## config.mk

```make
export PLATFORM = sky130hd
export DESIGN_NAME = mem_arbiter
export DESIGN_NICKNAME = d
export VERILOG_FILES = /design/src/rtl/mem_arbiter.sv
export SDC_FILE = /design/constraint.sdc
export NUM_CORES = 1
export LEC_CHECK = 0
export BUFFER_PORTS_ARGS = -buffer_cell sky130_fd_sc_hd__buf_2
export CAP_MARGIN = 40
export CORE_MARGIN = 4
export CORE_UTILIZATION = 40
export CTS_CLUSTER_DIAMETER = 30
export CTS_CLUSTER_SIZE = 12
export DETAILED_ROUTE_END_ITERATION = 10
export PLACE_DENSITY_LB_ADDON = 0.05
export SETUP_SLACK_MARGIN = 0.15
export SLEW_MARGIN = 20
export SYNTH_ARGS = -nofsm -noshare
export SYNTH_HDL_FRONTEND = slang
export SYNTH_SLANG_ARGS = --single-unit
```

## constraint.sdc

```tcl
create_clock -name clk -period 6.6 [get_ports clk]
set_input_delay 0.33 -clock clk [delete_from_list [all_inputs] [get_ports clk]]
set_output_delay 0.33 -clock clk [all_outputs]
set_load 0.05 [all_outputs]
```

## src/rtl/mem_arbiter.sv

```systemverilog
// Round-robin arbiter/sequencer sharing one single-port memory between instruction fetch and data ports.
// Request to ack is 2 cycles, one access per 3 cycles; requesters hold req until their ack.
`ifndef IMEMSIZE
`define IMEMSIZE 10
`endif
`ifndef WORDSIZE
`define WORDSIZE 32
`endif

module mem_arbiter #(
  parameter int MEMSIZE  = `IMEMSIZE,
  parameter int WORDSIZE = `WORDSIZE
) (
  input  logic                clk,
  input  logic                rst,
  input  logic                if_req,
  input  logic [MEMSIZE-1:0]  if_addr,
  output logic                if_ack,
  output logic [WORDSIZE-1:0] if_rdata,
  input  logic                dm_req,
  input  logic                dm_we,
  input  logic [MEMSIZE-1:0]  dm_addr,
  input  logic [WORDSIZE-1:0] dm_wdata,
  output logic                dm_ack,
  output logic [WORDSIZE-1:0] dm_rdata,
  output logic                mem_wren,
  output logic                mem_rden,
  output logic [MEMSIZE-1:0]  mem_addr,
  output logic [WORDSIZE-1:0] mem_d,
  input  logic [WORDSIZE-1:0] mem_q
);

  localparam logic [1:0] IDLE   = 2'd0;
  localparam logic [1:0] ACCESS = 2'd1;
  localparam logic [1:0] RESP   = 2'd2;

  localparam logic PORT_IF = 1'b0;
  localparam logic PORT_DM = 1'b1;

  logic [1:0] state;
  logic       last_grant;
  logic       sel_dm;
  logic       sel_write;
  logic       grant_dm;
  logic       any_req;

  assign any_req = if_req | dm_req;

  // On a tie the port that was not served last time wins.
  assign grant_dm = dm_req & (~if_req | (last_grant == PORT_IF));

  always_ff @(posedge clk or posedge rst) begin
    if (rst) begin
      state      <= IDLE;
      last_grant <= PORT_IF;
      sel_dm     <= PORT_IF;
      sel_write  <= 1'b0;
      if_ack     <= 1'b0;
      dm_ack     <= 1'b0;
      if_rdata   <= '0;
      dm_rdata   <= '0;
      mem_wren   <= 1'b0;
      mem_rden   <= 1'b0;
      mem_addr   <= '0;
      mem_d      <= '0;
    end else begin
      if_ack <= 1'b0;
      dm_ack <= 1'b0;
      case (state)
        IDLE: begin
          if (any_req) begin
            state      <= ACCESS;
            last_grant <= grant_dm ? PORT_DM : PORT_IF;
            sel_dm     <= grant_dm ? PORT_DM : PORT_IF;
            sel_write  <= grant_dm & dm_we;
            mem_addr   <= grant_dm ? dm_addr : if_addr;
            if (grant_dm) begin
              mem_d <= dm_wdata;
            end
            // Enables are registered here so they are high exactly for the ACCESS cycle.
            mem_wren   <= grant_dm & dm_we;
            mem_rden   <= ~(grant_dm & dm_we);
          end
        end
        ACCESS: begin
          mem_wren <= 1'b0;
          mem_rden <= 1'b0;
          if (!sel_write) begin
            if (sel_dm == PORT_DM) begin
              dm_rdata <= mem_q;
            end else begin
              if_rdata <= mem_q;
            end
          end
          if_ack <= (sel_dm == PORT_IF);
          dm_ack <= (sel_dm == PORT_DM);
          state  <= RESP;
        end
        RESP: begin
          state <= IDLE;
        end
        default: begin
          state <= IDLE;
        end
      endcase
    end
  end

endmodule

```

* Word-level counts from Yosys, hierarchy flattened
Index checks and enable logic that the tools add are counted.
** Storage, ports and cells
- ROM bits :: 0
- Memory bits (writable) :: 0
- Latch bits :: 0
- Output and inout bits :: 110
- Input port bits :: 89
- Register bits after elaboration :: 114
- Word-level logic and storage cells :: 38
- Memories kept :: 0
** Operators by class
- Equal/unequal tests :: 2
- Multiplexer cells :: 10
- Multipliers :: 0
- Add/subtract/negate cells :: 0
- Order comparisons :: 0
- Reductions and logical operators :: 7
- Shifts and indexed selects :: 0
- Divide/modulo/power cells :: 0
- Bitwise logic cells :: 8
** Operators with widths (number)
- 10-bit two-way mux :: 1
- 3-bit AND reduction :: 3
- 1-bit two-way mux :: 5
- 1-bit inverter :: 4
- 1-bit case mux with 2 select lines :: 2
- 2-bit case mux with 2 select lines :: 1
- 2-bit AND reduction :: 2
- 1-bit AND :: 2
- 2-bit by 1-bit == test with 1-bit output (second input constant) :: 1
- 2-bit logical NOT :: 1
- 2-bit two-way mux :: 1
- 2-bit != test (second input constant) :: 1
- 1-bit bitwise OR :: 2
- 2-bit nonzero test :: 1

* Logic depth before layout (Yosys ltp)
- Word-level depth :: 7
- Gate-level depth with buffers :: 4
- Mapped depth without buffers :: 3

* Least setup slack after synthesis
OpenSTA, ideal clock, no wires.
- Kind :: reg-to-reg
- Start :: register state[1]
- End :: register dm_rdata[14]
- Data required time :: 6.475 ns
- Data arrival time :: 1.343 ns
- Stages on the path, launching flop included :: 5
- Path buffers :: 1
- Setup slack :: 5.133 ns
- Period minus slack after synthesis :: 1.467 ns
- Library setup time :: 0.125 ns
- Cell sequence :: dfrtp_1 nand2b_2 nor3_4 buf_6 mux2_2
** Between the ends
- Cells in the longest elaborated chain, start to end :: 2
** RTL lines
- from (decl) :: RTL line 40 : logic [1:0] state;
- from (signal assigned) :: RTL line 54 : state <= IDLE;
- from (signal assigned) :: RTL line 72 : state <= ACCESS;
- from (signal assigned) :: RTL line 97 : state <= RESP;
- 2-bit by 1-bit == test with 1-bit output :: RTL line 69 : case (state)
- 3-bit AND reduction (no line)
- to (signal assigned) :: RTL line 90 : dm_rdata <= mem_q;
- to (decl) :: RTL line 25 : output logic [WORDSIZE-1:0] dm_rdata,
Every way passes these cells.
A chain may end at the register's enable or synchronous reset.

* Worst setup path in the final report
- Start :: register state[1]
- End :: register dm_rdata[7]
Same word-level chain as after synthesis.

==> results.sh <==
export IMPL_crit_path_start="state[1]$_DFFE_PP0P_"
export IMPL_synth_top_area_share_pct=64.4
export IMPL_outcome="finished clean"
export IMPL_antenna_found_initial=1
export IMPL_skew_ns=0.00710
export IMPL_drtIter0Drc=86
export IMPL_dieArea_um2=12800
export IMPL_n_fill_cell=944
export IMPL_r2r_slack_ns=4.73
export IMPL_grt_pass1_wl_um=16200
export IMPL_dp_hpwl_um=7240
export IMPL_regToRegStartpoint="state[1]$_DFFE_PP0P_"
export IMPL_clkTransAtPathRegs_ns=0.05
export IMPL_drcViolationCount=0
export IMPL_cts_inserted_buffers=17
export IMPL_synth_seq_area_share_pct=64.4
export IMPL_setup_violations=0
export IMPL_grt_pass1_vias=3174
export IMPL_cp_arrival_ns=2.26
export IMPL_worstReg2RegEnd="dm_rdata[7]$_DFFE_PP0P_"
export IMPL_cp_required_ns=6.99
export IMPL_slowest_delay_ns=0.42
export IMPL_hold_path_depth=2
export IMPL_grt_setup_unrepaired="false"
export IMPL_nets=564
export IMPL_io_pins=199
export IMPL_drive_gt1_share_pct=69.1
export IMPL_synth_most_common_cell="dfrtp_1"
export IMPL_max_slew_worst_pin_slew_ns=0.648
export IMPL_cts_num_sinks=114
export IMPL_crit_fanout=27
export IMPL_grt_max_degree=64
export IMPL_ff2ff_path_depth=4
export IMPL_die_x_um=113
export IMPL_min_period_over_period_pct=28.4
export IMPL_min_delay_path_class="in -> reg"
export IMPL_grt_remaining_overflow=0
export IMPL_yosys_area_top_type="dfrtp_1"
export IMPL_viasPerCell=4.72
export IMPL_crit_path_end_kind="flop"
export IMPL_track_usage_pct=16.5
export IMPL_cts_resized_gates=0
export IMPL_cts_tree="built"
export IMPL_io_buffers=198
export IMPL_synth_area_leaders="dfrtp_1 (64%), mux2_2 (23%), mux2_1 (3.6%)"
export IMPL_ys_flop_type="dfrtp_1"
export IMPL_diodes=0
export IMPL_synth_distinct_cells=20
export IMPL_drt_wl_total_um=10100
export IMPL_row_count=38
export IMPL_cp_slowest_cell="buf_4"
export IMPL_synth_edf_count=0
export IMPL_min_to="mem_d[22]$_DFFE_PP0P_"
export IMPL_ys_ff_latch=114
export IMPL_start_util_pct=40.9
export IMPL_drv_cap=0
export IMPL_die_h_um=113
export IMPL_ys_warn_count=0
export IMPL_cp_start_kind="flop"
export IMPL_clockRootBuffer="clkbuf_8"
export IMPL_hold_path_startpoint="dm_wdata[22]"
export IMPL_setup_tns_ns=0
export IMPL_htreeDepth=4
export IMPL_period_minus_slack_ns=1.87
export IMPL_netlist_top_cells_count="dfrtp_1 (114), mux2_2 (92), mux2_1 (14)"
export IMPL_fmaxAchievable_mhz=534
export IMPL_path_cells="nand2b_2 > nor3_4 > buf_4 > mux2_2"
export IMPL_dr_pass1_iters=4
export IMPL_hold_worst_slack_ns=0.0464
export IMPL_critPathKind="reg -> reg"
export IMPL_vias=2953
export IMPL_drv_slew=0
export IMPL_antenna_left=0
export IMPL_worstSkewPairLatency_ns=0.51
export IMPL_areaGrowthSynthToFinish_pct=38.9
export IMPL_avgSynthCellArea_um2=16.8
export IMPL_syn_num_nets=352
export IMPL_relSlewSlack_pct=56.8
export IMPL_hold_violations=0
export IMPL_coreArea_um2=10800
export IMPL_syn_instance_count=263
export IMPL_gp_congestion=0.715
export IMPL_cts_buffer_depth=2
export IMPL_synth_area_um2=4430
export IMPL_ys_async_sr_fraction_pct=100
export IMPL_routedWlPerCell_um=16.1
## layout by cell type (no fill, tap or decap), types with 3 or more instances in the layout
master / count
buf_2: 198
buf_4: 4
bufinv_16: 3
clkbuf_1: 4
clkbuf_16: 16
clkbuf_8: 5
dfrtp_1: 114
mux2_1: 14
mux2_2: 92
mux2_4: 10
nand2_1: 3
nor2_1: 3
o21ai_0: 3
## cell type report
type | count | area [um2] | share of cell area [%]
multi-input combinational | 134 | 1470 | 23.8
timing repair buffer | 204 | 1060 | 17.2
tap | 140 | 175 | 2.85
clock buffer | 25 | 484 | 7.87
sequential | 114 | 2850 | 46.3
inverter | 4 | 17.5 | 0.285
clock inverter | 5 | 100 | 1.63
## worst max-delay path: cells and delay by family, from the launching register on
kind                   cells  cell delay [ns]
muxes                      1             0.39
and+or+nand+nor            2             0.57
DFF                        1             0.37
buffers and inverters      1             0.42
## through the flow
| step | instances | utilization, % | setup slack (ns) | area [um2] |
|---|---|---|---|---|
| floorplan | 263 | - | 3.25 | 4430 |
| global placement | 594 | 51.1 | 4.75 | 5530 |
| detailed placement | 594 | 51.1 | 4.69 | 5530 |
| CTS | 625 | 56.5 | 4.67 | 6130 |
| global route | 626 | 56.8 | 4.62 | 6160 |
| finish | 626 | 56.8 | 4.73 | 6160 |
## metal layers
| metal | part of all wire (%) | track usage (%) | wire [um] | up-vias |
|---|---|---|---|---|
| met5 | 0.12 | 0 | 12 | - |
| met4 | 1.3 | 6.97 | 135 | 2 |
| met3 | 9.5 | 7.06 | 961 | 13 |
| met2 | 49 | 26.6 | 4960 | 124 |
| met1 | 40 | 19.2 | 4000 | 1460 |
| li1 | - | - | - | 1354 |
## worst max path at each step
stage | to | slack, ns | depth (start not counted)
finish | dm_rdata[7]$_DFFE_PP0P_ | 4.73 | 4
global route | dm_rdata[16]$_DFFE_PP0P_ | 4.62 | 4
CTS | dm_rdata[16]$_DFFE_PP0P_ | 4.67 | 4
detailed placement | dm_rdata[19]$_DFFE_PP0P_ | 4.69 | 4
global placement | dm_rdata[15]$_DFFE_PP0P_ | 4.75 | 4
floorplan | dm_ack$_DFF_PP0_ | 3.25 | 1
## cell families (layout without fill, tap and decap cells)
| group | Yosys count | count (layout) | synth area share (%) |
|---|---|---|---|
| mux | 117 | 117 | 30.6 |
| flops | 114 | 114 | 64.4 |
| buf+inv | 15 | 238 | 2.48 |
| simple gates | 12 | 12 | 1.84 |
| compound gates | 5 | 5 | 0.734 |
## flip-flops by register name, summed over array words and instances, names as in the netlist
signal     count
mem_addr      10
mem_d         32
sel_write      1
mem_rden       1
sel_dm         1
mem_wren       1
if_ack         1
if_rdata      32
dm_rdata      32
dm_ack         1
state          2
## what timing repair did
| action | 4_1_cts | 5_1_grt |
|---|---|---|
| setup buffers | 0 | 0 |
| hold buffers | 1 | 0 |
| endpoints found under the hold margin | 51 | 0 |
Power is left out: the tool's default activity adds up to more than one toggle a clock period on the data nets, which glitch-free logic cannot reach.
